<file path="src/rtl/muldiv_pkg.sv">
// Shared definitions for the sequential muldiv datapath (multiplier now, divider next).
// State encodings and the legal operand-width range live here.
package muldiv_pkg;

    localparam logic [1:0] ST_IDLE = 2'd0;
    localparam logic [1:0] ST_BUSY = 2'd1;
    localparam logic [1:0] ST_DONE = 2'd2;

    localparam int WIDTH_MIN = 2;
    localparam int WIDTH_MAX = 32;

endpackage

</file>
<file path="src/rtl/mul_seq_step.sv">
// One radix-2 shift-add iteration of the sequential multiplier (purely combinational).
// The last iteration subtracts in signed mode because the multiplier MSB carries negative weight.
module mul_seq_step
    import muldiv_pkg::*;
#(
    parameter int WIDTH = 8,
    parameter int CNT_W = $clog2(WIDTH) + 1
) (
    input  logic [2*WIDTH-1:0] acc,
    input  logic [2*WIDTH-1:0] mcandExt,
    input  logic               bBit,
    input  logic [CNT_W-1:0]   idx,
    input  logic               lastIter,
    input  logic               opSigned,
    output logic [2*WIDTH-1:0] accNext
);

    logic [2*WIDTH-1:0] shifted_s;

    // Add or subtract the weighted multiplicand for this multiplier bit.
    always_comb begin
        shifted_s = mcandExt << idx;
        if (!bBit) begin
            accNext = acc;
        end else if (lastIter && opSigned) begin
            accNext = acc - shifted_s;
        end else begin
            accNext = acc + shifted_s;
        end
    end

endmodule

</file>
<file path="src/rtl/mul_seq.sv">
// Sequential radix-2 shift-add multiplier with valid/ready handshakes, WIDTH iterations per product.
// Optional overflow flag output is enabled with the MUL_SEQ_OVF_FLAG_EN macro.
module mul_seq
    import muldiv_pkg::*;
#(
    parameter int WIDTH = 8,
    localparam int CNT_W = $clog2(WIDTH) + 1
) (
    input  logic               clk,
    input  logic               rst_n,
    input  logic               in_valid,
    output logic               in_ready,
    input  logic [WIDTH-1:0]   a,
    input  logic [WIDTH-1:0]   b,
    input  logic               opsigned,
    output logic               out_valid,
    input  logic               out_ready,
`ifdef MUL_SEQ_OVF_FLAG_EN
    output logic [2*WIDTH-1:0] p,
    output logic               ovf
`else
    output logic [2*WIDTH-1:0] p
`endif
);

    if ((WIDTH < WIDTH_MIN) || (WIDTH > WIDTH_MAX)) begin : gWidthCheck
        $error("mul_seq: WIDTH out of legal range 2..32");
    end

    logic [1:0]         state_r;
    logic [1:0]         nextState_s;
    logic [CNT_W-1:0]   cnt_r;
    logic [WIDTH-1:0]   mcand_r;
    logic [WIDTH-1:0]   mult_r;
    logic               opSigned_r;
    logic [2*WIDTH-1:0] acc_r;
    logic [2*WIDTH-1:0] accNext_s;
    logic [2*WIDTH-1:0] mcandExt_s;
    logic [2*WIDTH-1:0] p_r;
    logic               inReady_r;
    logic               outValid_r;
    logic               inReadyNext_s;
    logic               outValidNext_s;
    logic               accept_s;
    logic               lastIter_s;

    assign accept_s   = (state_r == ST_IDLE) && in_valid && inReady_r;
    assign lastIter_s = (state_r == ST_BUSY) && (cnt_r == CNT_W'(WIDTH - 1));
    assign mcandExt_s = {{WIDTH{opSigned_r & mcand_r[WIDTH-1]}}, mcand_r};

    mul_seq_step #(
        .WIDTH (WIDTH),
        .CNT_W (CNT_W)
    ) uStep (
        .acc      (acc_r),
        .mcandExt (mcandExt_s),
        .bBit     (mult_r[cnt_r]),
        .idx      (cnt_r),
        .lastIter (lastIter_s),
        .opSigned (opSigned_r),
        .accNext  (accNext_s)
    );

    // State register.
    always_ff @(posedge clk or negedge rst_n) begin
        if (!rst_n) begin
            state_r <= ST_IDLE;
        end else begin
            state_r <= nextState_s;
        end
    end

    // Next-state logic.
    always_comb begin
        nextState_s = state_r;
        case (state_r)
            ST_IDLE: begin
                if (accept_s) nextState_s = ST_BUSY;
                else          nextState_s = ST_IDLE;
            end
            ST_BUSY: begin
                if (lastIter_s) nextState_s = ST_DONE;
                else            nextState_s = ST_BUSY;
            end
            ST_DONE: begin
                if (outValid_r && out_ready) nextState_s = ST_IDLE;
                else                         nextState_s = ST_DONE;
            end
            default: nextState_s = ST_IDLE;
        endcase
    end

    // Handshake outputs are decoded from the next state so they can be registered.
    always_comb begin
        inReadyNext_s  = 1'b0;
        outValidNext_s = 1'b0;
        case (nextState_s)
            ST_IDLE: inReadyNext_s  = 1'b1;
            ST_BUSY: inReadyNext_s  = 1'b0;
            ST_DONE: outValidNext_s = 1'b1;
            default: inReadyNext_s  = 1'b1;
        endcase
    end

    // Registered handshake outputs.
    always_ff @(posedge clk or negedge rst_n) begin
        if (!rst_n) begin
            inReady_r  <= 1'b1;
            outValid_r <= 1'b0;
        end else begin
            inReady_r  <= inReadyNext_s;
            outValid_r <= outValidNext_s;
        end
    end

    // Operand latch, iteration counter, accumulator and product register.
    always_ff @(posedge clk or negedge rst_n) begin
        if (!rst_n) begin
            mcand_r    <= '0;
            mult_r     <= '0;
            opSigned_r <= 1'b0;
            cnt_r      <= '0;
            acc_r      <= '0;
            p_r        <= '0;
        end else if (accept_s) begin
            mcand_r    <= a;
            mult_r     <= b;
            opSigned_r <= opsigned;
            cnt_r      <= '0;
            acc_r      <= '0;
        end else if (state_r == ST_BUSY) begin
            acc_r <= accNext_s;
            cnt_r <= cnt_r + CNT_W'(1);
            if (lastIter_s) begin
                p_r <= accNext_s;
            end
        end
    end

    assign in_ready  = inReady_r;
    assign out_valid = outValid_r;
    assign p         = p_r;

`ifdef MUL_SEQ_OVF_FLAG_EN
    logic ovf_r;
    logic ovfNext_s;

    // Product does not fit in WIDTH bits of the selected signedness.
    always_comb begin
        if (opSigned_r) begin
            ovfNext_s = ~((&accNext_s[2*WIDTH-1:WIDTH-1]) | ~(|accNext_s[2*WIDTH-1:WIDTH-1]));
        end else begin
            ovfNext_s = |accNext_s[2*WIDTH-1:WIDTH];
        end
    end

    // Overflow flag captured together with the product.
    always_ff @(posedge clk or negedge rst_n) begin
        if (!rst_n) begin
            ovf_r <= 1'b0;
        end else if (lastIter_s) begin
            ovf_r <= ovfNext_s;
        end else begin
            ovf_r <= ovf_r;
        end
    end

    assign ovf = ovf_r;
`endif

endmodule
</file>
<file path="config.mk">
export PLATFORM = sky130hd
export DESIGN_NAME = mul_seq
export DESIGN_NICKNAME = d
export VERILOG_FILES = /design/src/rtl/muldiv_pkg.sv /design/src/rtl/mul_seq_step.sv /design/src/rtl/mul_seq.sv
export SDC_FILE = /design/constraint.sdc
export NUM_CORES = 1
export LEC_CHECK = 0
export ABC_AREA = 1
export ABC_CLOCK_PERIOD_IN_PS = 10700
export CAP_MARGIN = 5
export CORE_MARGIN = 8
export CORE_UTILIZATION = 63
export DETAILED_ROUTE_END_ITERATION = 8
export GPL_ROUTABILITY_DRIVEN = 0
export HOLD_SLACK_MARGIN = 0.1
export MAX_ROUTING_LAYER = met4
export PLACE_DENSITY = 0.91
export SYNTH_ARGS = -nofsm -noshare
export SYNTH_HDL_FRONTEND = slang
export SYNTH_SLANG_ARGS = --single-unit
export TNS_END_PERCENT = 1
</file>
<file path="constraint.sdc">
create_clock -name clk -period 10.7 [get_ports clk]
set_input_delay 2.675 -clock clk [delete_from_list [all_inputs] [get_ports clk]]
set_output_delay 2.675 -clock clk [all_outputs]
set_load 0.02 [all_outputs]
</file>
Word-level counts from Yosys, hierarchy flattened --
Cells that the tools add are included.
Word-level totals: input bits 21, flip-flop bits (word level) 57
Cells by class: reduce and logical (&&, ||, !) cells 9, add/subtract/negate cells 3, magnitude comparators 1, shift-type cells 1, eq/ne operators 5, multiplexer cells 14, bitwise logic cells 2
Operator list (count):
- $mux W16 | 4
- $add A16 B16 Y16 | 1
- $shl A16 B4 Y16 | 1
- $sub A16 B16 Y16 | 1
- $mux W4 | 2
- $pmux W2 S3 | 1
- $logic_and A1 B1 Y1 | 5
- $add A4 B1 Y4 const B | 1
- $eq A2 B1 Y1 const B | 2
- $eq A2 B2 Y1 const B | 2
- $eq A4 B3 Y1 const B | 1
- $lt A4 B4 Y1 const B | 1
- $mux W1 | 4
- $mux W2 | 2
- $bmux W1 S3 | 1
- $reduce_and A3 Y1 | 1
- $logic_not A2 Y1 | 1
- $reduce_bool A2 Y1 | 1
- $reduce_or A2 Y1 | 1
- $and A1 B1 Y1 | 1
- $not A1 Y1 | 1

Logic depth before layout (Yosys ltp) --
Gate-level depths: netlist of the first run.
depth after elaboration 8, mapped depth 29

Modules after synthesis --
A second synthesis of the first run with hierarchy kept.
Unflattened totals: cells, all modules 620, area total of the unflattened synthesis 4289.1 sq um
Modules (own cells, without submodules):
- mul_seq | area an instance 2377.3 sq um, instances 1, cells each 266
- mul_seq_step | area an instance 1911.8 sq um, instances 1, cells each 354

Least setup slack after synthesis of the first run --
Ideal clock, no wire load.
kind input to register, from in in_valid, to reg mcand_r[0], library setup time 0.066 ns, data arrival time 3.721 ns, slack 6.913 ns, path buffers 2, stages 6, cells stage by stage nand4_1 -> inv_1 -> clkbuf_1 -> clkbuf_1 -> nand2_1 -> nand2_1
Between the ends: longest elaborated chain between the ends 2
RTL lines:
- from (decl) | RTL line mul_seq.sv:11 | input logic in_valid,
- $logic_and A1 B1 Y1 (2 in series) | RTL line mul_seq.sv:47 | assign accept_s = (state_r == ST_IDLE) && in_valid && inReady_r;
- to (signal assigned) | RTL line mul_seq.sv:119 | mcand_r <= '0;
- to (signal assigned) | RTL line mul_seq.sv:126 | mcand_r <= a;
- to (decl) | RTL line mul_seq.sv:33 | logic [WIDTH-1:0] mcand_r;
No other way between the ends. A chain may end at the register's enable or synchronous reset.

Worst setup path in the final report of the first run --
from in in_valid, to reg cnt_r[1]
Between the ends: longest elaborated chain between the ends 3, elaborated cells between the ends (all ways) 4, classes of those cells mux (1); reduce/logical (3)
RTL lines:
- $logic_and A1 B1 Y1 * (2 in series) | RTL line mul_seq.sv:47
- $mux W4 or $reduce_bool A2 Y1 (tied branches)
- to (signal assigned) | RTL line mul_seq.sv:133 | cnt_r <= cnt_r + CNT_W'(1);
- to (decl) | RTL line mul_seq.sv:32 | logic [CNT_W-1:0] cnt_r;
Every way passes the cells marked *; elsewhere a longest branch is shown, timed or not.

==> metrics.md, run 1 <==
| Metric | Value |
|---|---|
| Outcome | `finished, final reports clean` |
| Startpoint types | `input pin` |
| PostCTS Resize Cnt | `0` |
| Num CTS Buffers | `9` |
| CP max stage delay | `around 0.8 ns` |
| Synth-to-Final Area Change | `13.8%` |
| Drt wl/cell | `16.5 µm` |
| DR vias | `between 4,000 and 5,000` |
| Commonest non-fill, non-tap cells in the layout | `174 x nand2_1, 56 x dfrtp_1, 45 x o21ai_0, 43 x inv_1, 39 x nand3_1` |
| Clock transition at path regs | `0.07 ns` |
| Post-Syn Area | `4080 µm²` |
| DRC | `0` |
| Detail Route Antenna Nets | `0` |
| Top cell by count, worst path | `inv_1` |
| Vias in the first global route | `between 3,000 and 4,000` |
| Sequential cell area fraction in the yosys report | `0.350` |
| Cells after DPL | `around 650` |
| Setup TNS | `0 ns` |
| Final net count | `about 620` |
| Die width | `approximately 97 µm` |
| Relative slew slack | `0.412` |
| Fin util | `0.736` |
| Synth Instances | `between 500 and 600` |
| Final Instance Area | `about 4600 µm²` |
| Worst Setup Path Type | `in -> reg` |
| Clk_lat worst skew | `between 0.3 and 0.4 ns` |
| First-pass GRT wire length | `roughly 18 mm` |
| Fmax | `around 190 MHz` |
| Critical path arrival | `5.52 ns` |
| Die height | `roughly 97 µm` |
| Final count of hold timing violations | `0` |
| Synth top area cells | `dfrtp_1 34%, nand2_1 16%, ha_1 5.5%` |
| Slowest cell on the critical path | `nor2_1` |
| Initial antenna violation count | `0` |
| Final setup fails | `0` |
| Register bit total from synthesis | `57` |
| Worst min-delay path category | `reg -> reg` |
| Std cell rows | `29` |
| WL final | `approximately 11 mm` |
| Largest area contributor in the netlist | `dfrtp_1` |
| Post-route insts no fill | `around 660` |
| # diodes | `0` |
| Clk sinks | `57` |
| Layout Skew | `approximately 0.0079 ns` |
| Syn Nets | `594` |
| EDFF count, synth | `0` |
| Setup Buffers After CTS | `0` |
| Initial Util | `0.647` |
| Port Buffer Count | `38` |
| Main synth FF type | `dfrtp_1` |
| Async SR Flop Fraction | `1.00` |
| Htree depth | `3` |
| Total Routing Usage GR | `0.252` |
| Crit path buffers/inverters | `3` |
| Worst endpoint required time | `between 10 and 15 ns` |
| Distinct cells, synth | `42` |
| Vias per cell | `6.10` |
| Slew Limit Fails | `0` |
| Hold Buf Count CTS | `0` |
| CTS tree | `built` |
| Placement Cell Area | `around 4400 µm²` |
| Share of layout cells above drive strength 1 | `0.136` |
| CP top delay family | `simple AND/OR/NAND/NOR gates` |
| Crit-path cells | `clkdlybuf4s50_1 -> nand4_1 -> inv_1 -> nor2_1 -> inv_1 -> o21ai_0` |
| Worst Setup End Kind | `flip-flop` |
| Root Buffer | `clkbuf_8` |
| Max Root-Sink Buffers | `2` |
| I/O Pins | `39` |
| Yosys top cell area share | `0.343` |
| Worst-margin pin slew | `~0.88 ns` |
| First DRT Iteration DRCs | `410` |
| Most common cell after layout, fill and taps aside | `nand2_1` |
| Mean Syn Cell Area | `between 7 and 8 µm²` |
| Min Tclk post-route | `between 5 and 6 ns` |
| Detailed Routing Iterations Pass 1 | `6` |
| Crit Path Max Fanout | `21` |
| Total grt overflow | `0` |
| YS warnings | `0` |
| Core region area | `about 6300 µm²` |
| Max capacitance violation total | `0` |
| Pin count of the biggest net entering global routing | `between 50 and 60` |
| Fin crit share | `0.495` |
| RSZ-0062 raised after global routing | `false` |
| DP Wirelength | `a little under 8 mm` |
| DIE AREA | `9310 µm²` |
[Yosys cell counts, drive strengths merged, types with 2 or more instances]
cell type	count
dfrtp	56
nor2	22
ha	18
nand4	6
nor3	6
a31oi	5
o21ai	55
xnor2	3
o22ai	4
a21oi	25
or2	6
clkbuf	9
buf	13
inv	49
nand2	196
a21boi	2
xor2	15
nand3	55
[layer usage]
metal	GRT usage	wire length, µm	part of all wire	up-vias
met4	0.126	404	0.037	0
met5	-	0	0	-
met3	0.0533	836	0.076	53
li1	-	-	-	1867
met1	0.302	4470	0.41	1904
met2	0.395	5250	0.48	224
[metrics by stage]
stage / hold slack, ns / setup slack (ns)
floorplan: 0.449 / 6.91
global placement: 0.463 / 5.37
global route: 0.505 / 5.19
detailed placement: 0.466 / 5.23
finish: 0.491 / 5.40
CTS: 0.488 / 5.49
[cell families (layout without fill, tap and decap cells)]
logic type | Yosys count | count (layout) | share of synthesized area
XOR/XNOR | 18 | 18 | 0.0386
adder cells (fa/ha/maj) | 19 | 19 | 0.0601
multiplexers | 1 | 1 | 0.00245
AND/OR/NAND/NOR | 293 | 293 | 0.346
flip-flops | 57 | 57 | 0.350
buffers and inverters | 71 | 104 | 0.0778
AO/OA/AOI/OAI | 95 | 95 | 0.125
[worst paths after layout]
path	slack [ns]	from	to	depth (start not counted)
hold reg to reg	0.49	mult_r[5]	mult_r[5]	2
setup reg to reg	5.82	state_r[1]	p[10]	19
setup / recovery	5.40	in_valid	cnt_r[1]	6
min in group asynchronous	2.47	rst_n	mult_r[0]	2
max in group asynchronous	7.76	rst_n	acc_r[2]	2
hold / removal	0.49	mult_r[5]	mult_r[5]	2
[cell type report]
class / instances / area, µm²
Clock buffer: 12 / 165
Tap cell: 77 / 96.3
Fill cell: 453 / 1670
Multi-Input combinational cell: 426 / 2340
Timing Repair Buffer: 39 / 383
Inverter: 49 / 186
Sequential cell: 57 / 1430
Clock inverter: 4 / 50.0
[worst min-delay path, delay by kind of cell (launching register included)]
kind | cells | cell delay [ns]
flip-flops | 1 | 0.35
AND/OR/NAND/NOR | 2 | 0.12
[flip-flops by register name (all words and copies together), names as in the netlist, 2 cells and up]
| name | flops |
|---|---|
| acc_r | 16 |
| p | 16 |
| mcand_r | 8 |
| mult_r | 8 |
| cnt_r | 4 |
| state_r | 2 |
Power of run 1 is not shown: default switching activity piles up to over one toggle a cycle in this logic, so the estimate is an artifact.
==> inputs of run 2 (changes only) <==
--- a/config.mk
+++ b/config.mk
@@ -6,15 +6,15 @@
 export NUM_CORES = 1
 export LEC_CHECK = 0
 export ABC_AREA = 1
-export ABC_CLOCK_PERIOD_IN_PS = 10700
+export ABC_CLOCK_PERIOD_IN_PS = 4950
 export CAP_MARGIN = 5
 export CORE_MARGIN = 8
-export CORE_UTILIZATION = 63
+export CORE_UTILIZATION = 58
 export DETAILED_ROUTE_END_ITERATION = 8
 export GPL_ROUTABILITY_DRIVEN = 0
 export HOLD_SLACK_MARGIN = 0.1
 export MAX_ROUTING_LAYER = met4
-export PLACE_DENSITY = 0.91
+export PLACE_DENSITY = 0.85
 export SYNTH_ARGS = -nofsm -noshare
 export SYNTH_HDL_FRONTEND = slang
 export SYNTH_SLANG_ARGS = --single-unit
==> constraint.sdc (replaced) <==
create_clock -name clk -period 4.95 [get_ports clk]
set_input_delay 1.2375 -clock clk [delete_from_list [all_inputs] [get_ports clk]]
set_output_delay 1.2375 -clock clk [all_outputs]
set_load 0.02 [all_outputs]
==> metrics.md, run 2 (synthesized netlist as in run 1, its figures left out) <==
| Metric | Value |
|---|---|
| Outcome | `finished, final reports clean` |
| Root Buffer | `clkbuf_8` |
| Worst Setup Path Type | `reg -> reg` |
| Total grt overflow | `0 (unchanged)` |
| Final setup fails | `0 (unchanged)` |
| Max Root-Sink Buffers | `2 (unchanged)` |
| RSZ-0062 raised after global routing | `false` |
| Post-route insts no fill | `686 (+3.3%)` |
| Die width | `99.9 µm (+3.5%)` |
| Setup Buffers After CTS | `0 (unchanged)` |
| Fin crit share | `0.901` |
| First DRT Iteration DRCs | `186 (-55%)` |
| Final count of hold timing violations | `0 (unchanged)` |
| Initial Util | `0.601 (-0.0457)` |
| Slew Limit Fails | `0 (unchanged)` |
| Min-Delay Path Depth | `2 (unchanged)` |
| Placement Cell Area | `4480 µm² (+1.0%)` |
| Std cell rows | `30 (+3.4%)` |
| DP Wirelength | `7.11 mm (-7.7%)` |
| Cells after DPL | `670 (+3.4%)` |
| Clk_lat worst skew | `0.35 ns (+0.02 ns)` |
| Vias per cell | `5.58 (-8.5%)` |
| PostCTS Resize Cnt | `0 (unchanged)` |
| CTS tree | `built` |
| Synth-to-Final Area Change | `15.0%` |
| # diodes | `0 (unchanged)` |
| Hold Buf Count CTS | `0 (unchanged)` |
| Initial antenna violation count | `0 (unchanged)` |
| Final Instance Area | `4700 µm² (+1.1%)` |
| Critical path arrival | `4.69 ns (-0.83 ns)` |
| Share of layout cells above drive strength 1 | `0.141 (+0.00439)` |
| Fmax | `around 220 MHz` |
| Detail Route Antenna Nets | `0 (unchanged)` |
| Layout Skew | `0.0147 ns (+0.00675 ns)` |
| Core region area | `6790 µm² (+7.6%)` |
| Total Routing Usage GR | `0.209 (-0.0433)` |
| Startpoint types | `flip-flop` |
| First-pass GRT wire length | `16.6 mm (-7.4%)` |
| Clk sinks | `57 (unchanged)` |
| Setup TNS | `0 ns (unchanged)` |
| Pin count of the biggest net entering global routing | `30 (-48%)` |
| Most common cell after layout, fill and taps aside | `nand2_1` |
| Register-to-Register Path Depth | `26 (+7)` |
| DR vias | `3,828 (-5.4%)` |
| DRC | `0 (unchanged)` |
| Port Buffer Count | `38 (unchanged)` |
| Relative slew slack | `0.410 (-0.00240)` |
| Min Tclk post-route | `roughly 4.5 ns` |
| Commonest non-fill, non-tap cells in the layout | `174 x nand2_1, 56 x dfrtp_1, 45 x o21ai_0, 43 x inv_1, 39 x nand3_1` |
| I/O Pins | `39 (unchanged)` |
| Die height | `99.9 µm (+3.5%)` |
| Crit Path Max Fanout | `18 (-14%)` |
| Vias in the first global route | `3,694 (-6.8%)` |
| Worst min-delay path category | `reg -> reg` |
| Drt wl/cell | `14.1 µm (-14%)` |
| Clock transition at path regs | `0.07 ns (about the same)` |
| Detailed Routing Iterations Pass 1 | `5 (-1)` |
| Htree depth | `3 (unchanged)` |
| Worst Setup End Kind | `flip-flop` |
| Worst endpoint required time | `5.18 ns (-5.75 ns)` |
| Final net count | `625 (+0.48%)` |
| Max capacitance violation total | `0 (unchanged)` |
| DIE AREA | `9980 µm² (+7.2%)` |
| WL final | `9.70 mm (-11%)` |
| Worst-margin pin slew | `0.883 ns (+0.00359 ns)` |
| Num CTS Buffers | `9 (unchanged)` |
## run 2: path summary, 6_finish.rpt
kind | start | to | slack [ns]
max in group asynchronous | rst_n | in_ready | 3.18
min in group asynchronous | rst_n | cnt_r[2] | 0.91
hold / removal | p[2] | p[2] | 0.49
hold reg to reg | p[2] | p[2] | 0.49
setup / recovery | cnt_r[0] | p[15] | 0.49
setup reg to reg | cnt_r[0] | p[15] | 0.49
## run 2: area by class of cell
class	count	area (µm²)
Clock buffer	9	124
Clock inverter	7	95.1
Fill cell	520	2100
Inverter	49	186
Multi-Input combinational cell	426	2340
Sequential cell	57	1430
Tap cell	96	120
Timing Repair Buffer	42	405
## run 2: per-stage QoR
| stage | util | setup slack, ns | hold WS (ns) |
|---|---|---|---|
| 2_1_floorplan | - | 1.54 | 0.449 |
| 3_3_place_gp | 0.659 | 0.707 | 0.463 |
| 3_5_place_dp | 0.659 | 0.607 | 0.468 |
| 4_1_cts | 0.691 | 0.550 | 0.489 |
| 5_1_grt | 0.691 | 0.0735 | 0.509 |
| 6_report | 0.691 | 0.490 | 0.485 |
## run 2: per-layer routing
layer / routed length (µm) / GRT usage / share of wire / vias up
met3: 472 / 0.0401 / 0.049 / 28
met4: 230 / 0.104 / 0.024 / 0
met1: 4200 / 0.238 / 0.43 / 1813
met2: 4800 / 0.345 / 0.49 / 109
met5: 0 / - / 0 / -
li1: - / - / - / 1878
## run 2: critical path: stages (launching register included)
cell	delay, ns
dfrtp_1	0.70
inv_4	0.21
nand2_1	0.14
a21oi_1	0.11
nand3_1	0.16
ha_1	0.21
nand2_1	0.09
nor2_2	0.10
nand2_1	0.07
nor3_2	0.16
nand3_2	0.10
nor2_2	0.12
nand2_1	0.06
nand2_1	0.07
xor2_1	0.18
inv_1	0.07
ha_1	0.31
a21oi_1	0.28
o21bai_1	0.10
a21oi_1	0.12
a21bo_2	0.22
a31oi_1	0.23
inv_1	0.07
nand2_1	0.09
nand4_1	0.12
nand3_1	0.19
nand2_1	0.07
Power of run 2 is left out for the same reason.
==> inputs of run 3 (changes only) <==
--- a/config.mk
+++ b/config.mk
@@ -10,11 +10,13 @@
 export CAP_MARGIN = 5
 export CORE_MARGIN = 8
 export CORE_UTILIZATION = 58
+export CTS_CLUSTER_DIAMETER = 200
 export DETAILED_ROUTE_END_ITERATION = 8
 export GPL_ROUTABILITY_DRIVEN = 0
 export HOLD_SLACK_MARGIN = 0.1
 export MAX_ROUTING_LAYER = met4
 export PLACE_DENSITY = 0.85
+export SKIP_CTS_REPAIR_TIMING = 1
 export SYNTH_ARGS = -nofsm -noshare
 export SYNTH_HDL_FRONTEND = slang
 export SYNTH_SLANG_ARGS = --single-unit
==> results of run 3 <==
The final DEF is identical to that of run 2; final timing and power are the same.
Power of run 3 is left out for the same reason.
